--- src/rtl/prach_pkg.sv ---
// Shared types for the PRACH header stripper: FSM states and ORAN header field view.
package prach_pkg;

    typedef enum logic [1:0] {
        S_HDR  = 2'd0,
        S_DATA = 2'd1,
        S_SYNC = 2'd2
    } state_t;

    // ORAN U-plane header fields carried in the first three header beats
    typedef struct packed {
        logic [15:0] size;
        logic [15:0] pc_id;
        logic [15:0] seq_id;
        logic        data_direction;
        logic [2:0]  payload_version;
        logic [3:0]  filter_index;
        logic [7:0]  frame_id;
        logic [3:0]  subframe_id;
        logic [5:0]  slot_id;
        logic [5:0]  symbol_id;
        logic [11:0] section_id;
        logic        rb;
        logic        sym_inc;
        logic [9:0]  start_prbu;
        logic [7:0]  num_prbu;
        logic [7:0]  ud_comp_hdr;
    } prach_hdr_t;

    // Split the used low bits of header beats 0..2 into named fields
    function automatic prach_hdr_t unpack_hdr(input logic [47:0] b0,
                                              input logic [31:0] b1,
                                              input logic [39:0] b2);
        prach_hdr_t h;
        h.size            = b0[47:32];
        h.pc_id           = b0[31:16];
        h.seq_id          = b0[15:0];
        h.data_direction  = b1[31];
        h.payload_version = b1[30:28];
        h.filter_index    = b1[27:24];
        h.frame_id        = b1[23:16];
        h.subframe_id     = b1[15:12];
        h.slot_id         = b1[11:6];
        h.symbol_id       = b1[5:0];
        h.section_id      = b2[39:28];
        h.rb              = b2[27];
        h.sym_inc         = b2[26];
        h.start_prbu      = b2[25:16];
        h.num_prbu        = b2[15:8];
        h.ud_comp_hdr     = b2[7:0];
        return h;
    endfunction

endpackage

--- src/rtl/prach_header_strip_if.sv ---
// Valid/ready beat stream with start/end-of-packet flags.
interface prach_header_strip_if #(
    parameter int unsigned W = 64
) ();
    logic [W-1:0] data;
    logic         valid;
    logic         sop;
    logic         eop;
    logic         ready;

    modport master (output data, valid, sop, eop, input ready);
    modport slave  (input data, valid, sop, eop, output ready);
endinterface

--- src/rtl/prach_skid_buffer.sv ---
// Two-entry skid FIFO with a registered ready; output driven straight from storage.
module prach_skid_buffer #(
    parameter int unsigned W = 8
) (
    input  logic         clk_i,
    input  logic         rst_i,
    input  logic [W-1:0] push_data_i,
    input  logic         push_valid_i,
    output logic         push_ready_o,
    output logic [W-1:0] pop_data_o,
    output logic         pop_valid_o,
    input  logic         pop_ready_i,
    output logic         empty_o
);
    logic [W-1:0] mem_q [2];
    logic         wr_q;
    logic         rd_q;
    logic [1:0]   cnt_q;
    logic [1:0]   cnt_d;
    logic         ready_q;
    logic         push_c;
    logic         pop_c;

    assign push_c = push_valid_i && ready_q;
    assign pop_c  = (cnt_q != 2'd0) && pop_ready_i;

    // Occupancy after this cycle's push/pop
    always_comb begin
        cnt_d = cnt_q + {1'b0, push_c} - {1'b0, pop_c};
    end

    // Storage, pointers and registered not-full
    always_ff @(posedge clk_i) begin
        if (rst_i) begin
            for (int i = 0; i < 2; i++) mem_q[i] <= '0;
            wr_q    <= 1'b0;
            rd_q    <= 1'b0;
            cnt_q   <= 2'd0;
            ready_q <= 1'b0;
        end else begin
            if (push_c) begin
                mem_q[wr_q] <= push_data_i;
                wr_q        <= ~wr_q;
            end
            if (pop_c) rd_q <= ~rd_q;
            cnt_q   <= cnt_d;
            ready_q <= (cnt_d != 2'd2);
        end
    end

    assign push_ready_o = ready_q;
    assign pop_data_o   = mem_q[rd_q];
    assign pop_valid_o  = (cnt_q != 2'd0);
    assign empty_o      = (cnt_q == 2'd0);

endmodule

--- src/rtl/prach_header_strip.sv ---
// Strips per-packet header beats into a sideband vector and widens IQ samples.
module prach_header_strip
    import prach_pkg::*;
#(
    parameter int unsigned IN_W      = 64,
    parameter int unsigned HDR_BEATS = 3,
    parameter int unsigned SMP_IN_W  = 16,
    parameter int unsigned SMP_OUT_W = 32,
    parameter int unsigned CNT_W     = 16
) (
    input  logic                      clk_eth_xran,
    input  logic                      rst_eth_xran,
    input  logic                      cfg_msb_align,
    prach_header_strip_if.slave       in_if,
    prach_header_strip_if.master      out_if,
    output logic [HDR_BEATS*IN_W-1:0] hdr_data,
    output logic                      hdr_valid,
    output logic [CNT_W-1:0]          err_nosop,
    output logic [CNT_W-1:0]          err_trunc,
    output logic [CNT_W-1:0]          err_midsop,
    output logic [31:0]               pkt_cnt
);
    localparam int unsigned NSMP   = IN_W / SMP_IN_W;
    localparam int unsigned OUT_W  = NSMP * SMP_OUT_W;
    localparam int unsigned PAD_W  = SMP_OUT_W - SMP_IN_W;
    localparam int unsigned HB_W   = (HDR_BEATS > 1) ? $clog2(HDR_BEATS) : 1;
    localparam int unsigned SKID_W = OUT_W + 2;
    localparam logic [HB_W-1:0] HDR_LAST = HB_W'(HDR_BEATS - 1);

    state_t                    state_q;
    logic [HB_W-1:0]           hdr_cnt_q;
    logic [HDR_BEATS*IN_W-1:0] shadow_q;
    logic [HDR_BEATS*IN_W-1:0] hdr_data_q;
    logic                      hdr_valid_q;
    logic                      align_q;
    logic                      first_q;
    logic                      live_q;
    logic [CNT_W-1:0]          err_nosop_q;
    logic [CNT_W-1:0]          err_trunc_q;
    logic [CNT_W-1:0]          err_midsop_q;
    logic [31:0]               pkt_cnt_q;

    logic [HB_W-1:0]   hdr_idx_c;
    logic              hdr_last_c;
    logic              in_ready_c;
    logic              in_xfer_c;
    logic              out_eop_xfer_c;
    logic [OUT_W-1:0]  wide_c;
    logic [SMP_IN_W-1:0] smp_c;
    logic              skid_ready;
    logic              skid_empty;
    logic              skid_out_valid;
    logic [SKID_W-1:0] skid_out;

    function automatic logic [CNT_W-1:0] sat_inc(input logic [CNT_W-1:0] v);
        return (v == '1) ? v : v + CNT_W'(1);
    endfunction

    // A SOP beat in S_SYNC behaves as header beat 0
    assign hdr_idx_c  = (state_q == S_SYNC) ? '0 : hdr_cnt_q;
    assign hdr_last_c = (state_q != S_DATA) && ((state_q == S_HDR) || in_if.sop)
                        && (hdr_idx_c == HDR_LAST);

    // Ready is derived from registered state only; the last header beat waits for an empty output
    assign in_ready_c = live_q && ((state_q == S_DATA) ? skid_ready
                                   : (hdr_last_c ? skid_empty : 1'b1));
    assign in_xfer_c  = in_if.valid && in_ready_c;
    assign out_eop_xfer_c = skid_out_valid && out_if.ready && skid_out[SKID_W-1];

    // Per-sample widening using the mode latched at header acceptance
    always_comb begin
        wide_c = '0;
        smp_c  = '0;
        for (int i = 0; i < NSMP; i++) begin
            smp_c = in_if.data[i*SMP_IN_W +: SMP_IN_W];
            if (align_q) wide_c[i*SMP_OUT_W +: SMP_OUT_W] = {smp_c, PAD_W'(0)};
            else         wide_c[i*SMP_OUT_W +: SMP_OUT_W] = {{PAD_W{smp_c[SMP_IN_W-1]}}, smp_c};
        end
    end

    // Packet FSM, header capture, sideband and error counters
    always_ff @(posedge clk_eth_xran) begin
        if (rst_eth_xran) begin
            state_q      <= S_HDR;
            hdr_cnt_q    <= '0;
            shadow_q     <= '0;
            hdr_data_q   <= '0;
            hdr_valid_q  <= 1'b0;
            align_q      <= 1'b0;
            first_q      <= 1'b0;
            live_q       <= 1'b0;
            err_nosop_q  <= '0;
            err_trunc_q  <= '0;
            err_midsop_q <= '0;
            pkt_cnt_q    <= '0;
        end else begin
            live_q <= 1'b1;
            if (out_eop_xfer_c) hdr_valid_q <= 1'b0;
            if (in_xfer_c) begin
                if (state_q == S_DATA) begin
                    first_q <= 1'b0;
                    if (in_if.sop) err_midsop_q <= sat_inc(err_midsop_q);
                    if (in_if.eop) begin
                        pkt_cnt_q <= pkt_cnt_q + 32'd1;
                        state_q   <= S_HDR;
                    end
                end else if ((state_q == S_SYNC) && !in_if.sop) begin
                    state_q <= S_SYNC;
                end else if ((hdr_idx_c == '0) && !in_if.sop) begin
                    err_nosop_q <= sat_inc(err_nosop_q);
                    state_q     <= S_SYNC;
                end else if (in_if.eop) begin
                    err_trunc_q <= sat_inc(err_trunc_q);
                    hdr_cnt_q   <= '0;
                    state_q     <= S_HDR;
                end else if (hdr_last_c) begin
                    hdr_data_q  <= shadow_q;
                    hdr_data_q[(HDR_BEATS-1)*IN_W +: IN_W] <= in_if.data;
                    hdr_valid_q <= 1'b1;
                    align_q     <= cfg_msb_align;
                    first_q     <= 1'b1;
                    hdr_cnt_q   <= '0;
                    state_q     <= S_DATA;
                end else begin
                    shadow_q[hdr_idx_c*IN_W +: IN_W] <= in_if.data;
                    hdr_cnt_q <= hdr_idx_c + HB_W'(1);
                    state_q   <= S_HDR;
                end
            end
        end
    end

    prach_skid_buffer #(
        .W (SKID_W)
    ) u_skid (
        .clk_i        (clk_eth_xran),
        .rst_i        (rst_eth_xran),
        .push_data_i  ({in_if.eop, first_q, wide_c}),
        .push_valid_i (in_if.valid && (state_q == S_DATA)),
        .push_ready_o (skid_ready),
        .pop_data_o   (skid_out),
        .pop_valid_o  (skid_out_valid),
        .pop_ready_i  (out_if.ready),
        .empty_o      (skid_empty)
    );

    assign in_if.ready = in_ready_c;
    assign out_if.valid = skid_out_valid;
    assign out_if.eop   = skid_out[SKID_W-1];
    assign out_if.sop   = skid_out[SKID_W-2];
    assign out_if.data  = skid_out[OUT_W-1:0];
    assign hdr_data   = hdr_data_q;
    assign hdr_valid  = hdr_valid_q;
    assign err_nosop  = err_nosop_q;
    assign err_trunc  = err_trunc_q;
    assign err_midsop = err_midsop_q;
    assign pkt_cnt    = pkt_cnt_q;

endmodule

--- src/flat_wrapper.sv ---
// flat-port wrapper written by rule: the top's interface ports become plain ports
module prach_header_strip_flat import prach_pkg::*;
#(
    parameter int unsigned IN_W      = 64,
    parameter int unsigned HDR_BEATS = 3,
    parameter int unsigned SMP_IN_W  = 16,
    parameter int unsigned SMP_OUT_W = 32,
    parameter int unsigned CNT_W     = 16
)
  (clk_eth_xran, rst_eth_xran, cfg_msb_align, hdr_data, hdr_valid, err_nosop, err_trunc, err_midsop, pkt_cnt, in_if_data, in_if_valid, in_if_sop, in_if_eop, in_if_ready, out_if_data, out_if_valid, out_if_sop, out_if_eop, out_if_ready);
  prach_header_strip_if #(.W(IN_W)) in_if_i ();
  prach_header_strip_if #(.W((128))) out_if_i ();
  input  logic clk_eth_xran;
  input  logic rst_eth_xran;
  input  logic cfg_msb_align;
  output logic [HDR_BEATS*IN_W-1:0] hdr_data;
  output logic hdr_valid;
  output logic [CNT_W-1:0] err_nosop;
  output logic [CNT_W-1:0] err_trunc;
  output logic [CNT_W-1:0] err_midsop;
  output logic [31:0] pkt_cnt;
  input wire logic [$bits(in_if_i.data)-1:0] in_if_data;
  input wire logic [$bits(in_if_i.valid)-1:0] in_if_valid;
  input wire logic [$bits(in_if_i.sop)-1:0] in_if_sop;
  input wire logic [$bits(in_if_i.eop)-1:0] in_if_eop;
  output wire logic [$bits(in_if_i.ready)-1:0] in_if_ready;
  output wire logic [$bits(out_if_i.data)-1:0] out_if_data;
  output wire logic [$bits(out_if_i.valid)-1:0] out_if_valid;
  output wire logic [$bits(out_if_i.sop)-1:0] out_if_sop;
  output wire logic [$bits(out_if_i.eop)-1:0] out_if_eop;
  input wire logic [$bits(out_if_i.ready)-1:0] out_if_ready;
  assign in_if_i.data = in_if_data;
  assign in_if_i.valid = in_if_valid;
  assign in_if_i.sop = in_if_sop;
  assign in_if_i.eop = in_if_eop;
  assign in_if_ready = in_if_i.ready;
  assign out_if_data = out_if_i.data;
  assign out_if_valid = out_if_i.valid;
  assign out_if_sop = out_if_i.sop;
  assign out_if_eop = out_if_i.eop;
  assign out_if_i.ready = out_if_ready;
  prach_header_strip #(.IN_W(IN_W), .HDR_BEATS(HDR_BEATS), .SMP_IN_W(SMP_IN_W), .SMP_OUT_W(SMP_OUT_W), .CNT_W(CNT_W)) u_core (.clk_eth_xran(clk_eth_xran), .rst_eth_xran(rst_eth_xran), .cfg_msb_align(cfg_msb_align), .in_if(in_if_i), .out_if(out_if_i), .hdr_data(hdr_data), .hdr_valid(hdr_valid), .err_nosop(err_nosop), .err_trunc(err_trunc), .err_midsop(err_midsop), .pkt_cnt(pkt_cnt));
endmodule
--- config.mk ---
export PLATFORM = sky130hd
export DESIGN_NAME = prach_header_strip_flat
export DESIGN_NICKNAME = d
export VERILOG_FILES = /design/src/rtl/prach_pkg.sv /design/src/rtl/prach_header_strip_if.sv /design/src/rtl/prach_skid_buffer.sv /design/src/rtl/prach_header_strip.sv /design/src/flat_wrapper.sv
export SDC_FILE = /design/constraint.sdc
export NUM_CORES = 1
export LEC_CHECK = 0
export BUFFER_PORTS_ARGS = -buffer_cell sky130_fd_sc_hd__buf_2
export CAP_MARGIN = 20
export CORE_MARGIN = 10
export CORE_UTILIZATION = 50
export DETAILED_ROUTE_END_ITERATION = 8
export PLACE_DENSITY_LB_ADDON = 0.3
export SYNTH_ARGS = -nofsm -noshare
export SYNTH_HDL_FRONTEND = slang
export SYNTH_SLANG_ARGS = --single-unit
--- constraint.sdc ---
create_clock -name clk_eth_xran -period 19.6 [get_ports clk_eth_xran]
set_input_delay 3.92 -clock clk_eth_xran [delete_from_list [all_inputs] [get_ports clk_eth_xran]]
set_output_delay 3.92 -clock clk_eth_xran [all_outputs]
set_load 0.1 [all_outputs]
==> impl_metrics.ini, run 1 <==
[timing]
finClkSkew_ns = 0.0162
clock.fmax_mhz = 111
maxSlewHeadroom_pct = 24.8
fin_crit_sh_pct = 46.1
worst_pin_slew_ns = 1.13
tns_ns = 0
fin_hold_ws_ns = 0.443
fin_crit_ns = 9.03
drv_slew = 0
setup_viol = 0
rsz0062_at_grt = no
finalHoldViolations = 0

[die]
core_mm2 = 0.0529
rows = 84
die_w_um = 252
initial_core_util_pct = 50.9
die_h_um = 252
die-area_mm2 = 0.0635
io_pins = 476

[yosys]
synth_area_mm2 = 0.0269
synth.net_count = 2818
ys_types = 52
avgSynthCellArea_um2 = 9.83
ys.flop_type = dfxtp_1
ys_warn_count = 0
synth_cells = 2737
ys_seq_area_share_pct = 59.8
async_reset_ff_share_pct = 0
synth-seq-cells = 674
synth_edf_count = 260

[drt]
drc_errors = 0
drt_first_pass_iters = 5
routedWlPerCell_um = 21.3
drt-total-wl_um = 82500
via_per_inst = 5.65
via_count = 21872
antenna_left = 0
drt-initial-drc-count = 2035

[critical_path]
crit_required_ns = 15.68
cp-end-kind = output pin
crit_slowest_cell = buf_2
worst-path-stages = 5
start_kind = primary input
critical_path.top_delay_family = buffers and inverters
path_cells = buf_2, and2b_1, nor3_1, nor2_1, buf_2
cpMostUsedCell = buf_2
cp.arrival_ns = 5.11
path_max_fanout = 9
cp_slowest_stage_delay_ns = 0.46
critPathKind = primary input to output pin
cp_num_buf_inv = 2
rr_worst_depth = 10

[pwr]
powerDensity_mw_per_mm2 = 94.7
vdd_drop_max_mv = 0.0688
leakage_uw = 0.0124

[clock_network]
ctsHoldBuffers = 0
clk_pin_slew_worst_paths_ns = 0.06
htreeDepth = 3
cts_tree = yes
cts_resized = 0
cts-root-buf = clkbuf_16
cts_buffers = 72
clock_latency_ns = 0.61
cts_setup_buffers = 0
clock_path_buffers = 3
clock_sinks = 674

[min_path]
holdCritPathClass = flop to flop
holdPathStages = 2

[cells_and_area]
fin_util_pct = 60.8
area_growth_pct = 19.4
final_cell_mix = 547 x nand2_1, 474 x buf_2, 419 x a21oi_1
finalNetCount = 3202
final_common_cell = nand2_1
drive_above_1_share_pct = 24.2
fillers = 4442

[global_route]
grt_overflow = 0
grt_pass1_wl_um = 125000
grt_pass1_vias = 21654
grt_max_degree = 127
antenna_found_initial = 3
groute.usage.overall_pct = 25.0

[run_status]
outcome = complete, no violations

[flow_run]
timing.max_cap.violations = 0

[placed_design]
gp_congestion = 0.886
dp_hpwl_um = 51400
port_buffers = 475
[power breakdown]
part	leakage, uW	internal, uW	switching [uW]	total (uW)
logic	0.00520	28.4	149	177
clock network	0.00120	834	550	1380
registers	0.00602	1470	7.37	1480
total	0.0124	2340	706	3040
[synth_stat cells, drive strengths merged, types with 2 or more instances]
| cell type | count | area [um^2] |
|---|---|---|
| a21oi | 419 | 2100 |
| o21ai | 21 | 105 |
| nor2 | 185 | 697 |
| o21a | 9 | 67.6 |
| dfxtp | 414 | 8290 |
| and2 | 140 | 876 |
| nor3 | 18 | 90.1 |
| nand4 | 23 | 144 |
| ha | 10 | 125 |
| or3 | 19 | 124 |
| mux2i | 5 | 50.1 |
| nor3b | 3 | 22.5 |
| and4 | 6 | 52.6 |
| xnor2 | 16 | 140 |
| nand2 | 548 | 2060 |
| o31ai | 15 | 113 |
| or4 | 19 | 143 |
| xor2 | 20 | 175 |
| nand4b | 2 | 17.5 |
| nand3 | 168 | 846 |
| nor2b | 12 | 75.1 |
| edfxtp | 260 | 7810 |
| nand2b | 5 | 31.3 |
| mux2 | 134 | 1510 |
| o211ai | 2 | 15.0 |
| o31a | 4 | 35.0 |
| a31oi | 2 | 12.5 |
| o311ai | 4 | 35.0 |
| or2 | 6 | 37.5 |
| clkbuf | 141 | 529 |
| buf | 54 | 260 |
| inv | 20 | 75.1 |
| nor4 | 11 | 83.8 |
| and3 | 12 | 75.1 |
[per-layer routing]
layer | wire [um] | share of wire (%) | vias up | GRT usage [%]
met4 | 2840 | 3.4 | 4 | 10.3
met1 | 32600 | 39 | 10619 | 29.9
met5 | 27 | 0.033 | - | 0
met3 | 7490 | 9.1 | 139 | 6.71
met2 | 39600 | 48 | 920 | 41.9
li1 | - | - | 10190 | -
[registers in the layout, indices dropped and copies added (netlist names), 2 cells and up, named ones only]
name and cells:
u_core.err_midsop 16, u_core.hdr_data 192, u_core.hdr_cnt_q 2, u_core.u_skid.cnt_q 2, u_core.state_q 2, u_core.u_skid.mem_q 260
u_core.err_nosop 16, u_core.shadow_q 128, u_core.err_trunc 16, u_core.pkt_cnt 32
[final timing paths]
path	from	slack [ns]	end
setup reg to reg	u_core.state_q[1]$_SDFFE_PP0P_	16.00	u_core.err_trunc[13]$_SDFFE_PP0P_
hold reg to reg	u_core.shadow_q[1]$_SDFFE_PP0P_	0.44	u_core.hdr_data[1]$_SDFFE_PP0P_
hold / removal	u_core.shadow_q[1]$_SDFFE_PP0P_	0.44	u_core.hdr_data[1]$_SDFFE_PP0P_
setup / recovery	in_if_sop	10.57	in_if_ready
[per-stage QoR]
step	instance area, um^2	power, uW	instances	worst slack (ns)
final	32100	3040	3871	10.57
after floorplan	26900	1640	2737	5.66
after detailed placement	29700	1690	3733	10.60
after CTS	32100	3060	3866	10.60
after global routing	32100	3120	3868	10.54
after global placement	29600	1680	3730	10.60
[cell type report]
cell class                      instances  area, um^2  share of cell area [%]
Sequential cell                       674       16100                    50.1
Multi-Input combinational cell       1848        9990                    31.1
Timing Repair Buffer                  505        2660                    8.27
Clock buffer                          112        2220                    6.91
Tap cell                              688         861                    2.68
Clock inverter                         21         214                   0.666
Inverter                               20        75.1                   0.234
Antenna cell                            3        7.51                  0.0234
[logic make-up after synthesis]
| group | after synthesis | share of synthesized area, % |
|---|---|---|
| buffers and inverters | 215 | 3.21 |
| AO/OA/AOI/OAI | 481 | 9.38 |
| flip-flops | 674 | 59.8 |
| multiplexers | 139 | 5.80 |
| AND/OR/NAND/NOR | 1182 | 20.1 |
| adder cells (fa/ha/maj) | 10 | 0.465 |
| XOR/XNOR | 36 | 1.17 |
[worst min-delay path, cell delays in order, from the launching register on]
cell,delay (ns)
dfxtp_1,0.31
nand2_1,0.05
a21oi_1,0.05
Note: power is estimated with default switching activity, not from simulation.
==> run 2, diff against run 1 <==
Clock period 19.6 ns to 7.5 ns, I/O delays scaled along.
==> run 2 against run 1 <==
  * Global-route usage shrank 0.10 points
  * Clock power increased to 2.7 times the previous value
  * Combinational power rose to 2.6 times the previous value
  * Via count up 0.29%
  * Power grew to 2.6 times the previous value
  * Highest routed layer unchanged
  * Final cell count barely moved
  * Die area did not move
  * Sequential cell count stayed put
  * Clock skew is 0.00065 ns higher
  * Sequential share of layout area down 0.082 points
  * Setup slack worse by 7.4 ns
==> impl_metrics.ini, run 2 (synthesis gave the netlist of run 1 again) <==
[global_route]
grt_pass1_wl_um = 125000
grt_overflow = 0
grt_use_met2_pct = 40.4
grt_util_met1_pct = 30.7
antenna_found_initial = 4
groute.usage.overall_pct = 24.9
grt.met3_usage_pct = 7.30
grt_pass1_vias = 21391
grt-busiest-layer = met2
grt_max_degree = 194

[critical_path]
cpMostUsedCell = buf_4
worst-path-stages = 7
critPathKind = primary input to flop
rr_worst_depth = 9
cp_num_buf_inv = 4
regToRegSetupSlack_ns = 3.76
critical_path.top_delay_family = buffers and inverters
crit_slowest_cell = buf_8
start_kind = primary input
cp_slowest_stage_delay_ns = 0.63
path_cells = buf_8, inv_1, nand4_1, buf_4, nor2_4, buf_4, and2_1
crit_required_ns = 7.86
cp.arrival_ns = 4.70
cp-end-kind = flop
r2r-start = u_core.state_q[1]$_SDFFE_PP0P_
path_max_fanout = 144
rr_endpoint = u_core.shadow_q[77]$_SDFFE_PP0P_

[drt]
via_count = 21936
drt-total-wl_um = 81900
drt-initial-drc-count = 1914
via_per_inst = 5.67
routedWlPerCell_um = 21.1
drt_first_pass_iters = 8
drc_errors = 0
antenna_left = 0

[die]
rows = 84
initial_core_util_pct = 50.9
io_pins = 476
die_h_um = 252
die_w_um = 252
die-area_mm2 = 0.0635
core_mm2 = 0.0529

[timing]
drv_slew = 0
setup_viol = 0
maxSlewHeadroom_pct = 24.1
clock.fmax_mhz = 230
fin_crit_ns = 4.34
worst_pin_slew_ns = 1.14
fin_crit_sh_pct = 57.9
finalHoldViolations = 0
finClkSkew_ns = 0.0168
rsz0062_at_grt = no
tns_ns = 0

[min_path]
holdPathStages = 2
holdCritPathClass = flop to flop
min_from = u_core.shadow_q[89]$_SDFFE_PP0P_
hold_end = u_core.shadow_q[89]$_SDFFE_PP0P_

[cells_and_area]
regMostFlops = u_core.u_skid.mem_q
largest_reg_flops = 260
fillers = 4344
final_common_cell = nand2_1
seqCellArea_mm2 = 0.0161
multi_input_area_mm2 = 0.00999
area_growth_pct = 19.6
fin_cells = 3872
final_cell_mix = 547 x nand2_1, 474 x buf_2, 419 x a21oi_1
finalNetCount = 3203
drive_above_1_share_pct = 24.2

[placed_design]
port_buffers = 475
dp_hpwl_um = 52500
dp.cells = 3731
gp_congestion = 0.866

[pwr]
leakage_uw = 0.0124
total_power_uw = 8010
powerDensity_mw_per_mm2 = 249
vdd_drop_max_mv = 0.138

[flow_run]
timing.max_cap.violations = 0

[clock_network]
ctsHoldBuffers = 0
clk_pin_slew_worst_paths_ns = 0.06
cts_buffers = 72
clock_latency_ns = 0.61
clock_path_buffers = 3
cts_resized = 0
cts-root-buf = clkbuf_16
cts_setup_buffers = 0
clock_sinks = 674
htreeDepth = 3
cts_tree = yes

[run_status]
outcome = complete, no violations
-- run 2: changes by cell type in the layout (fill, tap and decap cells not counted), sizes merged --
cell / before / now
diode: 3 / 2
inv: 24 / 20
clkbuf: 112 / 106
clkinv: 13 / 24
bufinv: 4 / 5
-- run 2: where the power goes --
group | internal, uW | switching [uW] | total, uW
registers | 3850 | 19.1 | 3870
logic | 76.1 | 390 | 467
clock network | 2210 | 1460 | 3670
total | 6130 | 1870 | 8010
-- run 2: area by class of cell --
class | count | area share (%)
flip-flops and latches | 674 | 50.0
well taps | 688 | 2.67
multi-input cells | 1848 | 31.1
clock buffers | 105 | 6.82
diodes | 2 | 0.0156
inverters | 20 | 0.233
repair buffers | 506 | 8.32
clock inverters | 29 | 0.840
-- run 2: how the worst max path moves through the flow --
stage            startpoint                                       end  slack (ns)
6_report       rst_eth_xran  u_core.u_skid.mem_q[1][38]$_SDFFCE_PN0P_        3.16
5_1_grt        rst_eth_xran  u_core.u_skid.mem_q[1][32]$_SDFFCE_PN0P_        2.96
4_1_cts                flop                           out_if_data[98]        3.12
3_5_place_dp   rst_eth_xran  u_core.u_skid.mem_q[1][38]$_SDFFCE_PN0P_        2.52
3_3_place_gp   rst_eth_xran  u_core.u_skid.mem_q[1][38]$_SDFFCE_PN0P_        2.57
2_1_floorplan   in_if_valid   u_core.u_skid.mem_q[0][0]$_SDFFCE_PN0P_        2.00
-- run 2: layer usage --
metal  vias to the layer above  routed length, um  share of wire (%)
met5                         -                 14              0.017
met4                         4               2870                3.5
met3                       178               7630                9.3
met2                       890              38700                 47
met1                     10674              32700                 40
li1                      10190                  -                  -
-- run 2: through the flow --
stage | instance area, um^2 | util (%) | hold slack [ns] | worst slack (ns)
finish | 32200 | 60.9 | 0.449 | 3.16
global route | 32200 | 60.9 | 0.457 | 2.96
CTS | 32100 | 60.7 | 0.447 | 3.12
detailed placement | 29600 | 56.1 | 0.443 | 2.52
global placement | 29600 | 56.0 | 0.435 | 2.57
floorplan | 26900 | - | 0.432 | 2.00
-- run 2: worst register-to-register path: stages, from the launching register on --
cell and delay (ns):
dfxtp_1 0.51, nand2b_1 0.19, nand2_1 0.25, ha_1 0.29, inv_1 0.08, o311ai_0 0.71, or4_2 0.83, buf_4 0.53
nand2_1 0.12, a21oi_1 0.15
==> run 3, diff against run 2 <==
Settings changed: ABC_AREA set to 1.
Clock period 7.5 ns to 4.4 ns, I/O delays scaled along.
==> run 3 against run 2 <==
  * Non-clock buffer count rose by 7
  * Sequential share of layout area shrank 2.5 points
  * Highest routed layer unchanged
  * Clock-buffer cell count increased by 3
  * First-iteration DRC count is 10% higher
==> impl_metrics.ini, run 3 <==
[run_status]
outcome = complete, no violations

[cells_and_area]
regMostFlops = u_core.u_skid.mem_q
fillers = 5147
final_common_cell = nor2_1
finalNetCount = 3757
multi_input_area_mm2 = 0.0111
area_growth_pct = 17.3
final_cell_mix = 615 x nor2_1, 519 x nand2_1, 475 x buf_2
seqCellArea_mm2 = 0.0161
largest_reg_flops = 260
drive_above_1_share_pct = 20.8

[global_route]
grt_util_met1_pct = 32.4
grt_pass1_wl_um = 135000
antenna_found_initial = 2
grt_use_met2_pct = 41.3
grt-busiest-layer = met2
grt_overflow = 0
grt.met3_usage_pct = 5.54
grt_pass1_vias = 22721
grt_max_degree = 213
groute.usage.overall_pct = 25.2

[yosys]
synth-seq-cells = 674
synth_top_area_share_pct = 28.7
synth_edf_count = 260
synth_area_mm2 = 0.0289
async_reset_ff_share_pct = 0
ys_warn_count = 0
yosysTopAreaCell = dfxtp_1
ys_seq_area_share_pct = 55.7
synth.net_count = 3405
synthTopCellsByCount = 617 x nor2_1, 523 x nand2_1, 414 x dfxtp_1
yosysMostFrequentCell = nor2_1
ys.flop_type = dfxtp_1
synth_cells = 3324
ys_types = 34
avgSynthCellArea_um2 = 8.69
yosys-top-cells-area = dfxtp_1 29%, edfxtp_1 27%, nor2_1 8.0%

[critical_path]
cp_num_buf_inv = 5
cpMostUsedCell = inv_2
path_cells = nand2_2, inv_2, nor2_4, inv_2, buf_4, ha_1, nand4_2, nand2_1, inv_1, buf_2
crit_slowest_cell = dfxtp_1
cp.arrival_ns = 2.79
start_kind = flop
path_max_fanout = 17
critical_path.top_delay_family = buffers and inverters
cp_slowest_stage_delay_ns = 0.39
crit_required_ns = 3.52
critPathKind = flop to output pin
cp-end-kind = output pin

[die]
rows = 88
die-area_mm2 = 0.0678
die_h_um = 260
initial_core_util_pct = 50.2
die_w_um = 260
core_mm2 = 0.0575
io_pins = 476

[placed_design]
place_ws_ns = 0.978
dp_hpwl_um = 57200
port_buffers = 475
gp_congestion = 0.927

[timing]
fin_crit_sh_pct = 83.4
fin_crit_ns = 3.67
drv_slew = 0
setup_viol = 0
finalHoldViolations = 0
fin_ws_ns = 0.731
rsz0062_at_grt = no
worst_pin_slew_ns = 1.02
finClkSkew_ns = 0.0151
maxSlewHeadroom_pct = 32.3
tns_ns = 0
clock.fmax_mhz = 273

[pwr]
p_int_uw = 10600
vdd_drop_max_mv = 0.334
p_seq_share_pct = 43.4
total_power_uw = 15300
switching_share_pct = 30.6
p_sw_uw = 4690
p_clk_share_pct = 39.1
powerDensity_mw_per_mm2 = 452
leakage_uw = 0.0148
combPwrFrac_pct = 17.5

[clock_network]
cts_tree = yes
ctsHoldBuffers = 0
cts_resized = 0
cts-root-buf = clkbuf_16
clock_path_buffers = 3
cts_buffers = 71
clk_pin_slew_worst_paths_ns = 0.06
htreeDepth = 3
cts_setup_buffers = 0
clock_latency_ns = 0.60
clock_sinks = 674

[drt]
drc_errors = 0
via_count = 24436
antenna_left = 0
drt-initial-drc-count = 2109
drt-total-wl_um = 89000
routedWlPerCell_um = 19.8
via_per_inst = 5.43
drt_first_pass_iters = 6

[flow_run]
timing.max_cap.violations = 0

[min_path]
holdCritPathClass = flop to flop
[run 3: changes by cell type after synthesis, sizes merged, moves of 20 or more]
cell	before	now
a21oi	419	334
inv	20	164
o21ai	21	201
nand2	548	525
nand3	168	192
clkbuf	141	121
nor2	185	621
and2	140	0
buf	54	113
nor3	18	168
[run 3: final cells by class]
type | instances | share of cell area (%)
antenna | 1 | 0.00739
clock buffer | 108 | 6.17
clock inverter | 23 | 0.687
inverter | 164 | 1.85
multi-input combinational | 2252 | 32.8
sequential | 674 | 47.5
tap | 765 | 2.83
timing repair buffer | 513 | 8.12
[run 3: power by group through the flow]
stage	clock [uW]	sequential, uW	combinational [uW]
6_report	5990	6660	2670
5_1_grt	6340	6670	2780
4_1_cts	6070	6660	2680
3_5_place_dp	0	6790	2680
3_3_place_gp	0	6790	2680
2_1_floorplan	0	6780	2210
[run 3: routing by layer]
| layer | wire length [um] | vias up |
|---|---|---|
| met2 | 42200 | 936 |
| met3 | 7310 | 125 |
| met1 | 36900 | 11598 |
| li1 | - | 11775 |
| met5 | 20 | - |
| met4 | 2590 | 2 |
[run 3: cell families after synthesis]
logic type	share of synthesized area, %
buf+inv	6.03
flops	55.7
xor+xnor	1.46
fa+ha+maj	0.433
compound gates	9.31
simple gates	22.0
mux	5.07
[run 3: per-stage QoR]
step	hold slack, ns	instances	cell area, um^2	utilization, %
4_1_cts	0.449	4499	33900	58.9
6_report	0.447	4500	33900	58.9
2_1_floorplan	0.426	3324	28900	-
3_3_place_gp	0.426	4367	31500	54.9
5_1_grt	0.468	4500	33900	58.9
3_5_place_dp	0.439	4368	31600	54.9
[run 3: worst paths after layout]
path | from | endpoint | slack (ns) | cells after the start
min | u_core.u_skid.rd_q$_SDFFE_PP0P_ | flop | 0.45 | 1
max | u_core.state_q[1]$_SDFFE_PP0P_ | in_if_ready | 0.73 | 10
max reg2reg | u_core.state_q[0]$_SDFFE_PP0P_ | u_core.shadow_q[3]$_SDFFE_PP0P_ | 0.97 | 14
min reg2reg | u_core.u_skid.rd_q$_SDFFE_PP0P_ | flop | 0.45 | 1
[run 3: worst reg2reg max path, cell delays in order (launching register included)]
cell     delay (ns)
dfxtp_1        0.43
inv_2          0.05
nand2_2        0.10
inv_2          0.07
nor2_4         0.09
inv_2          0.16
buf_4          0.28
ha_1           0.25
nand4_2        0.16
nand3_4        0.13
nor2_4         0.40
nand3_4        0.73
nand2_1        0.36
nand2_1        0.08
nor2_1         0.10
